**src/rtl/rv_pipe_pkg.sv**
```systemverilog
// Shared pipeline type codes, B-type funct3 values and
// forward-select bit positions for the 5-stage RISC-V core.
package rv_pipe_pkg;

  typedef enum logic [2:0] {
    T_R       = 3'b000,
    T_S       = 3'b001,
    T_U       = 3'b010,
    T_I_LOGIC = 3'b011,
    T_J       = 3'b100,
    T_I_LOAD  = 3'b101,
    T_I_JUMP  = 3'b110,
    T_B       = 3'b111
  } pipe_type_e;

  localparam logic [2:0] F3_BEQ  = 3'b000;
  localparam logic [2:0] F3_BNE  = 3'b001;
  localparam logic [2:0] F3_BLT  = 3'b100;
  localparam logic [2:0] F3_BGE  = 3'b101;
  localparam logic [2:0] F3_BLTU = 3'b110;
  localparam logic [2:0] F3_BGEU = 3'b111;

  localparam int FW_EX_MEM = 1;
  localparam int FW_MEM_WB = 0;

  typedef enum logic {
    S_IDLE  = 1'b0,
    S_FLUSH = 1'b1
  } bru_state_e;

  function automatic logic [1:0] sat2_next(
    input logic [1:0] c,
    input logic       up
  );
    if (up)
      return (c == 2'b11) ? c : c + 2'b01;
    return (c == 2'b00) ? c : c - 2'b01;
  endfunction

endpackage

```
**src/rtl/bht_2bit.sv**
```systemverilog
// Branch history table of 2-bit saturating counters with one
// combinational lookup port and one registered update port.
module bht_2bit
  import rv_pipe_pkg::*;
#(
  parameter int ENTRIES = 16,
  parameter int IW      = $clog2(ENTRIES)
) (
  input  logic          clk,
  input  logic          rst_n,
  input  logic [IW-1:0] lookup_idx,
  output logic          lookup_taken,
  input  logic          upd_en,
  input  logic [IW-1:0] upd_idx,
  input  logic          upd_taken
);

  logic [1:0] ctr_q [ENTRIES];

  // Reads the stored value, so a same-cycle update is not visible
  assign lookup_taken = ctr_q[lookup_idx][1];

  always_ff @(posedge clk) begin
    if (!rst_n) begin
      for (int i = 0; i < ENTRIES; i++)
        ctr_q[i] <= 2'b01;
    end else if (upd_en) begin
      ctr_q[upd_idx] <= sat2_next(ctr_q[upd_idx], upd_taken);
    end
  end

endmodule

```
**src/rtl/branch_resolve_unit.sv**
```systemverilog
// EX-stage branch/jump resolver: compares, targets, redirect,
// flush window, BHT ownership and performance counters.
module branch_resolve_unit
  import rv_pipe_pkg::*;
#(
  parameter int XLEN         = 32,
  parameter int BHT_ENTRIES  = 16,
  parameter int FLUSH_CYCLES = 2,
  parameter int CNT_W        = 16
) (
  input  logic            clk,
  input  logic            rst_n,
  input  logic [XLEN-1:0] lookup_pc,
  output logic            lookup_taken,
  input  logic            ex_valid,
  input  logic [2:0]      ex_type,
  input  logic [2:0]      ex_func,
  input  logic [XLEN-1:0] ex_pc,
  input  logic [XLEN-1:0] ex_imm,
  input  logic [XLEN-1:0] ex_rs1,
  input  logic [XLEN-1:0] ex_rs2,
  input  logic            ex_pred_taken,
  input  logic [1:0]      fw_sel_rs1,
  input  logic [1:0]      fw_sel_rs2,
  input  logic [XLEN-1:0] ex_mem_aluout,
  input  logic [XLEN-1:0] mem_wb_aluout,
  output logic            redirect_valid,
  output logic [XLEN-1:0] redirect_pc,
  output logic            flush,
  output logic [CNT_W-1:0] branch_cnt,
  output logic [CNT_W-1:0] mispredict_cnt
);

  localparam int IW = $clog2(BHT_ENTRIES);
  localparam int FC_W =
    (FLUSH_CYCLES > 1) ? $clog2(FLUSH_CYCLES) : 1;

  bru_state_e state_q, state_d;
  logic [FC_W-1:0] fcnt_q, fcnt_d;
  logic            rv_d;
  logic [XLEN-1:0] rpc_d;

  logic [XLEN-1:0] op_a, op_b;
  logic [XLEN-1:0] br_tgt, jalr_sum, jalr_tgt, fall_pc;
  logic            is_b, is_jal, is_jalr;
  logic            acc, cond, dec;
  logic [XLEN-1:0] dec_pc;
  logic            eq, slt, ult;

  // EX_MEM has priority when both forward bits are set
  assign op_a = fw_sel_rs1[FW_EX_MEM] ? ex_mem_aluout :
                fw_sel_rs1[FW_MEM_WB] ? mem_wb_aluout :
                ex_rs1;
  assign op_b = fw_sel_rs2[FW_EX_MEM] ? ex_mem_aluout :
                fw_sel_rs2[FW_MEM_WB] ? mem_wb_aluout :
                ex_rs2;

  assign eq  = (op_a == op_b);
  assign slt = ($signed(op_a) < $signed(op_b));
  assign ult = (op_a < op_b);

  always_comb begin
    cond = 1'b0;
    unique case (ex_func)
      F3_BEQ:  cond = eq;
      F3_BNE:  cond = !eq;
      F3_BLT:  cond = slt;
      F3_BGE:  cond = !slt;
      F3_BLTU: cond = ult;
      F3_BGEU: cond = !ult;
      default: cond = 1'b0;
    endcase
  end

  assign is_b    = (ex_type == T_B);
  assign is_jal  = (ex_type == T_J);
  assign is_jalr = (ex_type == T_I_JUMP);

  assign br_tgt   = ex_pc + ex_imm;
  assign jalr_sum = op_a + ex_imm;
  assign jalr_tgt = {jalr_sum[XLEN-1:1], 1'b0};
  assign fall_pc  = ex_pc + XLEN'(4);

  assign acc = ex_valid && (state_q == S_IDLE);

  always_comb begin
    dec    = 1'b0;
    dec_pc = fall_pc;
    if (acc) begin
      unique case (1'b1)
        is_b: begin
          dec    = (cond != ex_pred_taken);
          dec_pc = cond ? br_tgt : fall_pc;
        end
        is_jal: begin
          dec    = 1'b1;
          dec_pc = br_tgt;
        end
        is_jalr: begin
          dec    = 1'b1;
          dec_pc = jalr_tgt;
        end
        default: dec = 1'b0;
      endcase
    end
  end

  always_comb begin
    state_d = state_q;
    fcnt_d  = fcnt_q;
    rv_d    = 1'b0;
    rpc_d   = redirect_pc;
    unique case (state_q)
      S_IDLE: begin
        if (dec) begin
          state_d = S_FLUSH;
          fcnt_d  = FC_W'(FLUSH_CYCLES - 1);
          rv_d    = 1'b1;
          rpc_d   = dec_pc;
        end
      end
      S_FLUSH: begin
        if (fcnt_q == '0)
          state_d = S_IDLE;
        else
          fcnt_d = fcnt_q - FC_W'(1);
      end
      default: state_d = S_IDLE;
    endcase
  end

  always_ff @(posedge clk) begin
    if (!rst_n) begin
      state_q        <= S_IDLE;
      fcnt_q         <= '0;
      redirect_valid <= 1'b0;
      redirect_pc    <= '0;
    end else begin
      state_q        <= state_d;
      fcnt_q         <= fcnt_d;
      redirect_valid <= rv_d;
      redirect_pc    <= rpc_d;
    end
  end

  assign flush = (state_q == S_FLUSH);

  always_ff @(posedge clk) begin
    if (!rst_n) begin
      branch_cnt     <= '0;
      mispredict_cnt <= '0;
    end else begin
      if (acc && is_b && branch_cnt != '1)
        branch_cnt <= branch_cnt + CNT_W'(1);
      if (dec && mispredict_cnt != '1)
        mispredict_cnt <= mispredict_cnt + CNT_W'(1);
    end
  end

  bht_2bit #(
    .ENTRIES (BHT_ENTRIES)
  ) u_bht (
    .clk          (clk),
    .rst_n        (rst_n),
    .lookup_idx   (lookup_pc[IW+1:2]),
    .lookup_taken (lookup_taken),
    .upd_en       (acc && is_b),
    .upd_idx      (ex_pc[IW+1:2]),
    .upd_taken    (cond)
  );

  logic unused_pc_bits;
  assign unused_pc_bits =
    ^{lookup_pc[XLEN-1:IW+2], lookup_pc[1:0]};

endmodule

```
**config.mk**
```make
export PLATFORM = sky130hd
export DESIGN_NAME = branch_resolve_unit
export DESIGN_NICKNAME = d
export VERILOG_FILES = /design/src/rtl/rv_pipe_pkg.sv /design/src/rtl/bht_2bit.sv /design/src/rtl/branch_resolve_unit.sv
export SDC_FILE = /design/constraint.sdc
export NUM_CORES = 1
export LEC_CHECK = 0
export CAP_MARGIN = 20
export CORE_ASPECT_RATIO = 1.25
export CORE_UTILIZATION = 50
export DETAILED_ROUTE_END_ITERATION = 7
export PLACE_DENSITY = 0.82
export SYNTH_ARGS = -nofsm -noshare
export SYNTH_HDL_FRONTEND = slang
export SYNTH_SLANG_ARGS = --single-unit
```
**constraint.sdc**
```tcl
create_clock -name clk -period 5.5 [get_ports clk]
set_input_delay 1.1 -clock clk [delete_from_list [all_inputs] [get_ports clk]]
set_output_delay 1.1 -clock clk [all_outputs]
set_load 0.01 [all_outputs]
```
# ---- Yosys cells after proc, flatten, opt, wreduce, memory -nomap -nowiden
# Memories as Yosys holds them, arrays and structs flattened.
# Cells that the tools add are included.
dict set report totals {
  reg_bits 67
  mem_bits_rw 32
  inputBits 238
  out_inout_bits 67
  word_cells 78
  memories 1
}
# memory words word_bits read_ports rd_clocked_by_memory_dff wr line
set memory_table {}
lappend memory_table {u_bht.ctr_q 16 2 2 0 16 bht_2bit.sv:18} ;# logic [1:0] ctr_q [ENTRIES];
dict set report op_classes {
  n_addsub 8
  magnitude_cmp 2
  n_eq_ne 14
  mux 32
  n_bitwise 2
  n_reduce_logical 13
}
# operator count
set ops {}
lappend ops {{$mux 32} 6}
lappend ops {{$pmux 32 s3} 1}
lappend ops {{$add 32x32->32} 2}
lappend ops {{$lt 32x32->1} 2}
lappend ops {{$add 16x1->16 const B} 2}
lappend ops {{$add 32x3->32 const B} 1}
lappend ops {{$eq 32x32->1} 1}
lappend ops {{$ne 16x16->1 const B} 2}
lappend ops {{$eq 3x3->1 const B} 7}
lappend ops {{$mux 2} 7}
lappend ops {{$mux 1} 13}
lappend ops {{$pmux 1 s2} 3}
lappend ops {{$pmux 1 s6} 1}
lappend ops {{$reduce_or 2->1} 3}
lappend ops {{$logic_and 1x1->1} 4}
lappend ops {{$mux 4} 1}
lappend ops {{$eq 3x1->1 const B} 1}
lappend ops {{$logic_not 1->1} 3}
lappend ops {{$logic_not 3->1} 1}
lappend ops {{$add 2x1->2 const B} 1}
lappend ops {{$eq 2x2->1 const B} 1}
lappend ops {{$logic_not 2->1} 1}
lappend ops {{$ne 2x2->1 const B} 1}
lappend ops {{$not 1->1} 2}
lappend ops {{other kinds (4)} 4}

# ---- Logic depth before layout (Yosys ltp)
# Gate-level depths: netlist (run 1).
dict set report logic_depth {
  depth_word 12
  mapped_depth 17
  mapped_depth_nobuf 14
}

# ---- Hierarchy
# A second synthesis (run 1) with hierarchy kept.
dict set report hier_totals {
  hier_cells 1368
  area_unflattened_um2 10725.3
}
# module n_inst cells_each area_per_inst_um2 seq_area_each_um2
set modules_own_cells {}
lappend modules_own_cells {branch_resolve_unit 1 1224 8997.4 1341.3}
lappend modules_own_cells {bht_2bit 1 144 1727.9 960.9}

# ---- Worst setup path before layout (run 1)
# OpenSTA, ideal clock, no wires.
dict set report synth_path {
  path_kind {input to register}
  start {input port fw_sel_rs1[0]}
  end {memory u_bht.ctr_q[4][0] (data pin)}
  setup_ns 0.271
  arrival_time_ns 4.532
  slack_ns 0.697
  cell_stages 15
  path_buffers 3
  cell_sequence {clkbuf_1 -> clkbuf_1 -> mux2i_1 -> o21ai_0 -> ha_1 -> nand4_1 -> or4_1 -> a21o_1 -> a31oi_1 -> o211ai_1 -> a21oi_1 -> a21oi_1 -> a21oi_1 -> buf_2 -> nand3_1}
}
# item line
set synth_lines {}
lappend synth_lines {{from (decl)} branch_resolve_unit.sv:23} ;# input logic [1:0] fw_sel_rs1,
lappend synth_lines {{to (decl)} bht_2bit.sv:18}

# ---- Worst setup path after layout (run 1)
dict set report layout_path {
  start {input port fw_sel_rs1[0]}
  end {register mispredict_cnt[14]}
}
dict set report layout_between {
  elab_chain_cells 9
  word_cells_on_any_way 13
  classes_between {2 x order compare; 2 x eq/ne; 5 x mux; 4 x reduce/logical}
}
# item line
set layout_rtl {}
lappend layout_rtl {{$mux 32 *} branch_resolve_unit.sv:52} ;# fw_sel_rs1[FW_MEM_WB] ? mem_wb_aluout :
lappend layout_rtl {{$mux 32 *} branch_resolve_unit.sv:51} ;# assign op_a = fw_sel_rs1[FW_EX_MEM] ? ex_mem_aluout :
lappend layout_rtl {{$lt 32x32->1, or another cell as far along} branch_resolve_unit.sv:60} ;# assign ult = (op_a < op_b);
lappend layout_rtl {{$logic_not 1->1 (on tied branches)} {branch_resolve_unit.sv:70, branch_resolve_unit.sv:66, branch_resolve_unit.sv:68}}
lappend layout_rtl {{$pmux 1 s6 *} branch_resolve_unit.sv:64} ;# unique case (ex_func)
lappend layout_rtl {{$ne 1x1->1 *} branch_resolve_unit.sv:92} ;# dec = (cond != ex_pred_taken);
lappend layout_rtl {{$pmux 1 s2 *} branch_resolve_unit.sv:90} ;# unique case (1'b1)
lappend layout_rtl {{$mux 1 *} branch_resolve_unit.sv:89} ;# if (acc) begin
lappend layout_rtl {{$logic_and 1x1->1 *} branch_resolve_unit.sv:155} ;# if (dec && mispredict_cnt != '1)
lappend layout_rtl {{to (signal assigned)} branch_resolve_unit.sv:156} ;# mispredict_cnt <= mispredict_cnt + CNT_W'(1);
lappend layout_rtl {{to (decl)} branch_resolve_unit.sv:31} ;# output logic [CNT_W-1:0] mispredict_cnt
# Every way passes the cells marked *; elsewhere a longest branch is shown, timed or not.
# A chain may end at the register's enable or synchronous reset.

==> results of run 1 <==
==> how the worst max path moves through the flow <==
stage	slack, ps	from	cells past startpoint	endpoint
global route	440	fw_sel_rs1[0]	15	redirect_pc[11]
global placement	410	fw_sel_rs1[0]	15	redirect_pc[24]
floorplan	700	fw_sel_rs1[0]	15	u_bht.ctr_q[4][0]
CTS	720	fw_sel_rs1[0]	15	mispredict_cnt[14]
detailed placement	360	fw_sel_rs1[0]	15	mispredict_cnt[14]
finish	710	fw_sel_rs1[0]	15	mispredict_cnt[14]
==> logic make-up (layout without fill, tap and decap cells) <==
family,count (synthesis),in the layout
flip-flops,99,99
other,0,1
multiplexers,91,91
buffers and inverters,95,353
AND/OR/NAND/NOR,469,469
XOR/XNOR,93,93
AO/OA/AOI/OAI,424,424
adder cells (fa/ha/maj),101,101
==> flip-flops by register name (all words and copies together), names as in the netlist <==
signal / cells
u_bht.ctr_q: 32
fcnt_q: 1
redirect_valid: 1
flush: 1
branch_cnt: 16
mispredict_cnt: 16
redirect_pc: 32
==> final cells by class <==
type | instances | share of cell area (%)
clock buffer | 11 | 1.775
tap | 274 | 2.408
antenna | 1 | 0.01757
clock inverter | 5 | 0.5799
inverter | 26 | 0.6854
timing repair buffer | 311 | 21.60
sequential | 99 | 16.17
multi-input combinational | 1178 | 56.77
==> layout by cell type (no fill, tap or decap), types with 6 or more instances in the layout <==
| cell | Yosys | routed |
|---|---|---|
| a21oi_1 | 125 | 125 |
| mux2i_1 | 76 | 76 |
| o31ai_1 | 7 | 7 |
| nand2_1 | 144 | 144 |
| inv_1 | 26 | 26 |
| xor2_1 | 37 | 37 |
| clkdlybuf4s50_1 | 0 | 271 |
| or3_1 | 15 | 15 |
| dfxtp_1 | 67 | 67 |
| a21o_1 | 25 | 25 |
| buf_4 | 3 | 29 |
| o211ai_1 | 13 | 13 |
| o21ai_0 | 117 | 117 |
| a221oi_1 | 13 | 13 |
| a211oi_1 | 12 | 12 |
| nor2_1 | 117 | 116 |
| buf_12 | 0 | 6 |
| a22oi_1 | 14 | 14 |
| clkbuf_16 | 0 | 9 |
| and4_1 | 10 | 10 |
| o21a_1 | 9 | 8 |
| nor3_1 | 20 | 20 |
| ha_1 | 99 | 99 |
| nor2b_1 | 8 | 8 |
| and2_1 | 11 | 11 |
| o21bai_1 | 10 | 10 |
| nand3_1 | 52 | 52 |
| a31o_2 | 6 | 6 |
| and3_1 | 26 | 26 |
| xnor2_1 | 56 | 56 |
| mux4_2 | 14 | 14 |
| nand2b_1 | 20 | 20 |
| a31oi_1 | 20 | 20 |
| nand4_1 | 28 | 28 |
| edfxtp_1 | 32 | 32 |
==> power by group through the flow <==
stage               Clock (uW)  Sequential, uW  Combinational [uW]
finish                     709             793                1100
global route               743             795                1200
CTS                        717             793                1090
detailed placement           0             809                1080
global placement             0             808                1060
floorplan                    0             813                 655
==> routing by layer <==
layer	global-route usage, %	up-vias
met4	11.71	0
li1	-	5654
met2	55.00	492
met1	37.54	5369
met5	0	-
met3	3.571	75
==> per-stage QoR <==
step           util [%]  power, uW
6_report          67.92       2599
2_1_floorplan         -       1468
3_5_place_dp      66.31       1891
4_1_cts           67.91       2596
3_3_place_gp      66.31       1871
5_1_grt           67.92       2743
==> critical path, stage by stage <==
cell and delay (ps):
buf_2 390, buf_4 220, mux2i_1 170, o21ai_0 150
ha_1 340, nand4_1 120, or4_1 580, a21o_1 220
a31oi_1 220, o211a_1 300, mux2i_1 260, o21ai_1 110
buf_4 190, or4_1 510, a21oi_1 150
==> qor.yml, run 1 <==
status: "finished, final reports clean"
dp_hpwl_mm: 28.23
cts-resized-gates: 0
power_frac_comb_pct: 42.2
yosysMostFrequentCell: "nand2_1"
vias_per_cell: 6.084
vias: 11590
ir_drop_v: 0.0001515
dr.pass1.iters: 5
grt.overflow.total: 0
synthMuxAreaShare_pct: 10.10
synth_seq_cells: 99
hold_buffers: 0
rows: 59
synth_fa_ha_area_share_pct: 11.88
synth-edff-count: 32
start_util_pct: 51.34
drt_iter0_markers: 769
wl_met3_mm: 2.176
synth-xor-area-share_pct: 7.567
seqPwrFrac_pct: 30.5
fin_tns_setup_ps: 0
io_pins: 305
end_kind: "flop"
switchingPower_uw: 881.6
fin_crit_ps: 4795
synthArstFlopShare_pct: 0
cts_buffer_depth: 2
topRoutingLayerUsed: "met4"
fin_crit_sh_pct: 87.18
layout.nets: 1964
grt_max_degree: 46
cts_htree_levels: 3
multi_input_area_um2: 8084
cts_buffers: 9
wl_met1_mm: 13.88
min_to: "flush"
post_cts_buffers: 0
seqCellArea_um2: 2302
synth_flop_cell: "dfxtp_1"
grt_usage_pct: 30.79
worstHoldStart: "fcnt_q"
maxSlewHeadroom_pct: 39.49
internal_power_uw: 1718
r2r_cells: 7
cellPowerDensity_nw_per_um2: 182.5
placed_cells: 1888
synth.distinct_cells: 76
syn2layout_area_growth_pct: 32.29
cts_tree: "done"
whs_ps: 454.6
synth_top_area_share_pct: 12.46
syn-num-nets: 1711
coreArea_um2: 20970
power.share.clock_pct: 27.3
die_y_um: 166.0
hold_depth: 2
maxCapViolations: 0
dieArea_um2: 22120
n_fill_cell: 1797
clock_latency_ps: 350
routed-wl-met2_mm: 17.24
path_class: "primary input to flop"
rsz0062_at_grt: "false"
ys_top_cells_by_count: "144 x nand2_1, 125 x a21oi_1, 117 x nor2_1, 117 x o21ai_0, 99 x ha_1"
post_dp_cell_area_um2: 13900
setup_ws_ps: 705.1
synth_cells: 1372
crit_arrival_ps: 5060
startpoint_type: "primary input"
routed_wl_mm: 34.42
worstPathRequired_ps: 5760
stdcell_area_um2: 14240
hold_viol: 0
finalSetupViolCount: 0
r2r_start: "flush"
cp_max_fo: 15
seq_area_frac_synth_pct: 21.39
portBuffers: 276
antenna_found_initial: 1
maxSlewViolCount: 0
synthSimpleGateAreaFrac_pct: 20.90
power.switching_fraction_pct: 33.92
instances_no_fill: 1905
max_freq_mhz: 208.6
syn_area_um2: 10760
r2r_setup_slack_ps: 2880
r2r-end: "branch_cnt[15]"
cts_num_sinks: 99
finalWeightedCongestion: 0.9501
syn-mean-instance-area_um2: 7.846
synth_top_family_by_area: "compound AO/OA/AOI/OAI gates"
yosysWarnings: 0
wl_per_cell_um: 18.07
synthTopCellsByArea: "dfxtp_1 12%, ha_1 12%, edfxtp_1 8.9%"
yosysTopAreaCell: "dfxtp_1"
drive_gt1_share_pct: 5.399
fin_worst_skew_ps: 7.742
hold_class: "flop to flop"
place_ws_ps: 356.5
path_clk_slew_ps: 70
tightest_slew_ps: 904.3
first_global_vias: 11050
cts_root_buf: "clkbuf_16"
p_leak_uw: 0.005668
die_x_um: 133.2
grt_pass1_wl_mm: 55.36
synth_compound_area_share_pct: 24.62
postRouteAntennaNets: 0
drc: 0
(Power assumes the default switching activity.)
==> inputs of run 2 (changes only) <==
- SLEW_MARGIN: default -> 20
==> results of run 2 <==
Final layout, timing and power as in run 1 (identical DEF).
